**src/rtl/kronos_hcu_sb_if.sv**
```systemverilog
// Decode/write-back side signals of the scoreboard hazard control unit.
// The master is the pipeline (decode + write-back); the slave is the HCU.
interface kronos_hcu_sb_if #(
  parameter int DEPTH = 2
);
  localparam int CW = $clog2(DEPTH + 1);

  logic          flush;
  logic [31:0]   instr;
  logic          regrd_rs1_en;
  logic          regrd_rs2_en;
  logic          decode_vld;
  logic          decode_rdy;
  logic [4:0]    regwr_sel;
  logic          regwr_en;
  logic          stall;
  logic          full;
  logic [CW-1:0] count;
  logic          retire_err;

  modport master (
    output flush, instr, regrd_rs1_en, regrd_rs2_en, decode_vld, decode_rdy,
           regwr_sel, regwr_en,
    input  stall, full, count, retire_err
  );

  modport slave (
    input  flush, instr, regrd_rs1_en, regrd_rs2_en, decode_vld, decode_rdy,
           regwr_sel, regwr_en,
    output stall, full, count, retire_err
  );
endinterface

```
**src/rtl/kronos_hcu_sb.sv**
```systemverilog
// Scoreboard hazard control unit. Tracks up to DEPTH in-flight register writes
// in issue order and stalls decode while an operand has an older uncommitted
// write, or while the scoreboard is full. Write-backs retire strictly in order;
// an operand is released in the cycle its write-back lands (write-through regfile).
module kronos_hcu_sb #(
  parameter int DEPTH = 2
) (
  input  logic           clk,
  input  logic           rstz,
  kronos_hcu_sb_if.slave bus
);

  localparam int CW = $clog2(DEPTH + 1);
  localparam int PW = (DEPTH > 1) ? $clog2(DEPTH) : 1;

  localparam logic [4:0] OP_LOAD  = 5'b00000;
  localparam logic [4:0] OP_OPIMM = 5'b00100;
  localparam logic [4:0] OP_AUIPC = 5'b00101;
  localparam logic [4:0] OP_OP    = 5'b01100;
  localparam logic [4:0] OP_LUI   = 5'b01101;
  localparam logic [4:0] OP_JALR  = 5'b11001;
  localparam logic [4:0] OP_JAL   = 5'b11011;
  localparam logic [4:0] OP_SYS   = 5'b11100;

  logic [4:0]    r_rd [DEPTH];
  logic [DEPTH-1:0] r_vld;
  logic [PW-1:0] r_head;
  logic [PW-1:0] r_tail;
  logic [CW-1:0] r_count;
  logic          r_err;

  logic [4:0]    w_op;
  logic [4:0]    w_rd;
  logic [4:0]    w_rs1;
  logic [4:0]    w_rs2;
  logic [2:0]    w_f3;
  logic          w_is_wr;
  logic          w_full;
  logic          w_empty;
  logic          w_pop;
  logic          w_push_req;
  logic          w_push;
  logic          w_err;
  logic          w_hz_rs1;
  logic          w_hz_rs2;
  logic          w_struct;
  logic [PW-1:0] w_head_nxt;
  logic [PW-1:0] w_tail_nxt;
  logic          w_unused;

  // Funct7, immediate high bits and the length bits play no part in hazards.
  assign w_unused = ^{bus.instr[31:25], bus.instr[1:0]};

  assign w_op  = bus.instr[6:2];
  assign w_rd  = bus.instr[11:7];
  assign w_f3  = bus.instr[14:12];
  assign w_rs1 = bus.instr[19:15];
  assign w_rs2 = bus.instr[24:20];

  // Classify the decode-stage instruction as a register writer.
  always_comb begin
    w_is_wr = 1'b0;
    case (w_op)
      OP_LUI, OP_AUIPC, OP_JAL, OP_JALR, OP_OPIMM, OP_OP, OP_LOAD: w_is_wr = 1'b1;
      OP_SYS:  w_is_wr = (w_f3 != 3'd0) && (w_f3 != 3'd4);
      default: w_is_wr = 1'b0;
    endcase
    if (w_rd == 5'd0) w_is_wr = 1'b0;
  end

  assign w_full     = (r_count == CW'(DEPTH));
  assign w_empty    = (r_count == '0);
  assign w_pop      = bus.regwr_en && !w_empty;
  assign w_push_req = bus.decode_vld && bus.decode_rdy && w_is_wr;
  // When full, a same-cycle retire frees the head slot, which is the tail slot.
  assign w_push     = w_push_req && (!w_full || w_pop);

  assign w_head_nxt = (r_head == PW'(DEPTH - 1)) ? '0 : r_head + PW'(1);
  assign w_tail_nxt = (r_tail == PW'(DEPTH - 1)) ? '0 : r_tail + PW'(1);

  assign w_err = !bus.flush &&
                 ((bus.regwr_en && w_empty) ||
                  (w_pop && (bus.regwr_sel != r_rd[r_head])) ||
                  (w_push_req && w_full && !w_pop));

  // Operand hazards: any valid entry matching the operand, except the head entry
  // when it is retiring this cycle. A younger duplicate keeps the hazard alive.
  always_comb begin
    w_hz_rs1 = 1'b0;
    w_hz_rs2 = 1'b0;
    for (int i = 0; i < DEPTH; i++) begin
      if (r_vld[i] && (r_rd[i] == w_rs1) &&
          !((r_head == PW'(i)) && w_pop && (bus.regwr_sel == w_rs1)))
        w_hz_rs1 = 1'b1;
      if (r_vld[i] && (r_rd[i] == w_rs2) &&
          !((r_head == PW'(i)) && w_pop && (bus.regwr_sel == w_rs2)))
        w_hz_rs2 = 1'b1;
    end
    w_hz_rs1 = w_hz_rs1 && bus.regrd_rs1_en && (w_rs1 != 5'd0);
    w_hz_rs2 = w_hz_rs2 && bus.regrd_rs2_en && (w_rs2 != 5'd0);
  end

  assign w_struct = bus.decode_vld && w_is_wr && w_full && !bus.regwr_en;

  assign bus.stall      = (bus.decode_vld && (w_hz_rs1 || w_hz_rs2)) || w_struct;
  assign bus.full       = w_full;
  assign bus.count      = r_count;
  assign bus.retire_err = r_err;

  // Scoreboard FIFO: retire at head, allocate at tail; flush discards everything.
  always_ff @(posedge clk or negedge rstz) begin
    if (!rstz) begin
      r_head  <= '0;
      r_tail  <= '0;
      r_count <= '0;
      r_vld   <= '0;
      r_err   <= 1'b0;
      for (int i = 0; i < DEPTH; i++) r_rd[i] <= 5'd0;
    end else begin
      r_err <= w_err;
      if (bus.flush) begin
        r_head  <= '0;
        r_tail  <= '0;
        r_count <= '0;
        r_vld   <= '0;
      end else begin
        if (w_pop) begin
          r_vld[r_head] <= 1'b0;
          r_head        <= w_head_nxt;
        end
        // Allocation after retire so a full push+pop leaves the shared slot valid.
        if (w_push) begin
          r_rd[r_tail]  <= w_rd;
          r_vld[r_tail] <= 1'b1;
          r_tail        <= w_tail_nxt;
        end
        case ({w_push, w_pop})
          2'b10:   r_count <= r_count + CW'(1);
          2'b01:   r_count <= r_count - CW'(1);
          default: r_count <= r_count;
        endcase
      end
    end
  end

endmodule

```
**src/flat_wrapper.sv**
```systemverilog
// flat-port wrapper written by rule: the top's interface ports become plain ports
module kronos_hcu_sb_flat 
#(
  parameter int DEPTH = 2
)
  (clk, rstz, bus_flush, bus_instr, bus_regrd_rs1_en, bus_regrd_rs2_en, bus_decode_vld, bus_decode_rdy, bus_regwr_sel, bus_regwr_en, bus_stall, bus_full, bus_count, bus_retire_err);
  kronos_hcu_sb_if #(.DEPTH(DEPTH)) bus_i ();
  input  logic clk;
  input  logic rstz;
  input wire logic [$bits(bus_i.flush)-1:0] bus_flush;
  input wire logic [$bits(bus_i.instr)-1:0] bus_instr;
  input wire logic [$bits(bus_i.regrd_rs1_en)-1:0] bus_regrd_rs1_en;
  input wire logic [$bits(bus_i.regrd_rs2_en)-1:0] bus_regrd_rs2_en;
  input wire logic [$bits(bus_i.decode_vld)-1:0] bus_decode_vld;
  input wire logic [$bits(bus_i.decode_rdy)-1:0] bus_decode_rdy;
  input wire logic [$bits(bus_i.regwr_sel)-1:0] bus_regwr_sel;
  input wire logic [$bits(bus_i.regwr_en)-1:0] bus_regwr_en;
  output wire logic [$bits(bus_i.stall)-1:0] bus_stall;
  output wire logic [$bits(bus_i.full)-1:0] bus_full;
  output wire logic [$bits(bus_i.count)-1:0] bus_count;
  output wire logic [$bits(bus_i.retire_err)-1:0] bus_retire_err;
  assign bus_i.flush = bus_flush;
  assign bus_i.instr = bus_instr;
  assign bus_i.regrd_rs1_en = bus_regrd_rs1_en;
  assign bus_i.regrd_rs2_en = bus_regrd_rs2_en;
  assign bus_i.decode_vld = bus_decode_vld;
  assign bus_i.decode_rdy = bus_decode_rdy;
  assign bus_i.regwr_sel = bus_regwr_sel;
  assign bus_i.regwr_en = bus_regwr_en;
  assign bus_stall = bus_i.stall;
  assign bus_full = bus_i.full;
  assign bus_count = bus_i.count;
  assign bus_retire_err = bus_i.retire_err;
  kronos_hcu_sb #(.DEPTH(DEPTH)) u_core (.clk(clk), .rstz(rstz), .bus(bus_i));
endmodule
```
**config.mk**
```make
export PLATFORM = sky130hd
export DESIGN_NAME = kronos_hcu_sb_flat
export DESIGN_NICKNAME = d
export VERILOG_FILES = /design/src/rtl/kronos_hcu_sb_if.sv /design/src/rtl/kronos_hcu_sb.sv /design/src/flat_wrapper.sv
export SDC_FILE = /design/constraint.sdc
export NUM_CORES = 1
export LEC_CHECK = 0
export ABC_AREA = 1
export BUFFER_PORTS_ARGS = -buffer_cell sky130_fd_sc_hd__buf_2
export CAP_MARGIN = 20
export CORE_AREA = 5 5 78 51
export DETAILED_ROUTE_END_ITERATION = 8
export DIE_AREA = 0 0 83 56
export HOLD_SLACK_MARGIN = 0.12
export PLACE_DENSITY_LB_ADDON = 0.2
export SETUP_SLACK_MARGIN = 0.05
export SLEW_MARGIN = 5
export SYNTH_ARGS = -nofsm -noshare
export SYNTH_HDL_FRONTEND = slang
export SYNTH_SLANG_ARGS = --single-unit
```
**constraint.sdc**
```tcl
create_clock -name clk -period 1.4 [get_ports clk]
set_input_delay 0.21 -clock clk [delete_from_list [all_inputs] [get_ports clk]]
set_output_delay 0.21 -clock clk [all_outputs]
set_load 0.02 [all_outputs]
```
==> metrics.csv <==
stage,metric,value,unit
timing,fmax,0.534,GHz
final_layout,drive_gt1_share,42.9,%
timing,fin_crit,1.87,ns
routing,wl,5.24,mm
worst_setup_path,worstPathRequired,1.19,ns
grt,first_global_vias,1732,
clocking,cts_tree,done,
hold_path,hp-start,bus_flush,
yosys,synth_xor_xnor_area_share,6.18,%
power,p_leak,1.24,nW
clocking,clkSinkCount,17,
clocking,cts_made_buffers,3,
clocking,clock_latency,0.26,ns
final_layout,utilization,73.9,%
worst_setup_path,crit_fanout,4,
run_status,violations,negative setup slack,
power,power,1.91,mW
timing,rsz0062_at_grt,true,
worst_setup_path,arrival,1.66,ns
floorplanning,core_area,3160,µm²
clocking,clockBufferDepth,2,
grt,grt_first_pass_wirelength,8.27,mm
routing,antenna_left,0,
power,ir_worst_vdd,0.535,mV
timing,setup_ws,-0.473,ns
worst_setup_path,path_class,reg -> out,
routing,drc_errors,0,
routing,met2WireLength,2.36,mm
timing,tns,-1.65,ns
clocking,cts-root-buf,clkbuf_8,
routing,maxUsedRoutingLayer,met4,
yosys,syn_inst,254,
hold_path,hold_path.class,in -> reg,
floorplanning,start_util,49.3,%
timing,slew_headroom,73.6,%
worst_setup_path,reg2reg_from,u_core.bus.count[1],
grt,grt_usage,21.8,%
floorplanning,die_area,4650,µm²
routing,avgViaCountPerCell,5.05,
timing,final_max_slew_viol_count,0,
routing,met3WireLength,466,µm
timing,finalSetupViolations,15,
routing,drt-initial-drc-count,162,
placed_design,place_congestion,0.941,
timing,finalCritPeriodShare,134,%
floorplanning,io_pins,50,
routing,drtPass1Iterations,4,
final_layout,antenna_cells,0,
clocking,clkTransAtPathRegs,0.07,ns
timing,hold_slack,0.204,ns
yosys,synth_cell_type_count,23,
yosys,syn_area,1560,µm²
final_layout,finalNetCount,377,
routing,wl_per_cell,13.9,µm
grt,grt_max_degree,18,
timing,final_hold_viol_count,0,
worst_setup_path,critPathCaptureType,output port,
yosys,yosysWarnings,0,
clocking,htreeDepth,1,
placed_design,port_buffers,39,
yosys,synth_compound_area_share,15.5,%
worst_setup_path,crit_start,u_core.r_rd[8],
yosys,ys_seq_area_share,27.3,%
yosys,synth_top_family_by_area,simple AND/OR/NAND/NOR gates,
placed_design,dp_hpwl,3.71,mm
job,maxCapViolations,0,
routing,routed-via-count,1899,
floorplanning,fp.dieH,56,µm
floorplanning,rows,16,
yosys,syn_avg_cell_area,6.14,µm²
grt,grt.overflow.total,0,
timing,worst_pin_slew,0.395,ns
run_status,status,"complete, but fails checks",
yosys,synthAdderAreaFrac,0,%
yosys,synth_fp_nets,299,
grt,antenna_found_initial,0,
placed_design,pre_cts_ws,-0.177,ns
yosys,synth.area.mux_share,0,%
routing,m1WireLength,2.37,mm
final_layout,area_growth,50.0,%
worst_setup_path,start_kind,register,
yosys,synth-simple-area-share,39.2,%
final_layout,nFillCells,263,
floorplanning,fp.dieW,83,µm
power,power_density,815,nW/µm²
timing,fin_skew,0.00172,ns
yosys,synth_seq_cells,17,
worst paths after layout:
kind / to / slack (ns) / depth (start not counted)
min in group asynchronous: u_core.r_rd[7] / 0.40 / 2
worst min register to register: u_core.r_rd[8] / 0.58 / 2
worst min-delay path: u_core.bus.retire_err / 0.20 / 2
worst max-delay path: bus_stall / -0.47 / 13
worst max register to register: u_core.r_rd[8] / -0.14 / 11
max in group asynchronous: u_core.r_head / 0.70 / 2
layout make-up:
cell class	instances	area (µm²)	area share, %
Multi-Input combinational cell	192	1080	46.1
Timing Repair Buffer	76	566	24.2
Sequential cell	17	433	18.5
Inverter	42	158	6.74
Tap cell	45	56.3	2.41
Clock buffer	3	41.3	1.77
Clock inverter	1	7.51	0.321
cells in the mapped netlist, drive strengths merged:
master  number  area share (%)
nand2       96              23
inv         42              10
o21ai       28              11
nor2        27             7.5
dfrtp       17              27
nand3        9             3.9
nand4        6             2.4
xor2         6             3.4
xnor2        5             2.8
a21oi        4             1.3
o211ai       4             1.9
buf          3             1.8
nand3b       3             1.4
nor3         1            0.32
o22ai        1            0.40
o31ai        1            0.48
or2          1            0.40
flip-flops by register name, summed over array words and instances (netlist names):
register	cells
u_core.bus.count	2
u_core.bus.retire_err	1
u_core.r_head	1
u_core.r_rd	10
u_core.r_tail	1
u_core.r_vld	2
layer usage:
| layer | vias up | track usage (%) |
|---|---|---|
| met4 | 0 | 6.06 |
| li1 | 954 | - |
| met1 | 851 | 31.1 |
| met5 | - | 0 |
| met3 | 6 | 4.88 |
| met2 | 88 | 32.8 |
what timing repair did:
item                                    4_1_cts  5_1_grt
setup buffers                                 2        2
endpoints found under the hold margin        17        0
endpoints found under the setup margin       16       17
cloned                                        2        1
hold buffers                                  1        0
gates resized for setup                      32       30
pin swaps                                    13        8
through the flow:
stage	cells	cell area, µm²
6_report	376	2340
5_1_grt	376	2340
4_1_cts	373	2240
3_5_place_dp	364	2050
3_3_place_gp	364	2050
2_1_floorplan	254	1580
critical path: stages, from the launching register on:
cell and delay [ns]:
dfrtp_2 0.43, inv_2 0.06, nand2_1 0.05, nand2_1 0.05, nor2_1 0.12, nand3b_1 0.09, nor2_1 0.09, nand2_1 0.06
nand2_1 0.07, nand2_2 0.06, nand2_2 0.06, nand2_2 0.06, nand2_2 0.07, buf_6 0.12
kinds of logic (layout without fill, tap and decap cells):
| logic type | Yosys count | count (layout) |
|---|---|---|
| buf+inv | 45 | 122 |
| xor+xnor | 11 | 11 |
| simple gates | 143 | 143 |
| compound gates | 38 | 38 |
| flops | 17 | 17 |
power breakdown:
group          internal [mW]  switching, mW  total [mW]
sequential             0.564         0.0974       0.662
combinational          0.393          0.458       0.852
clock                  0.201          0.193       0.393
cell usage in the layout, fill, tap and decap left out, drive strengths merged:
cell type	netlist	layout
a21oi	4	4
buf	3	75
clkbuf	0	3
clkinvlp	0	1
dfrtp	17	17
dlygate4sd3	0	1
inv	42	42
nand2	96	96
nand3	9	9
nand3b	3	3
nand4	6	6
nor2	27	27
nor3	1	1
o211ai	4	4
o21ai	28	28
o22ai	1	1
o31ai	1	1
or2	1	1
xnor2	5	5
xor2	6	6
Power figures use the tool's default switching activity.
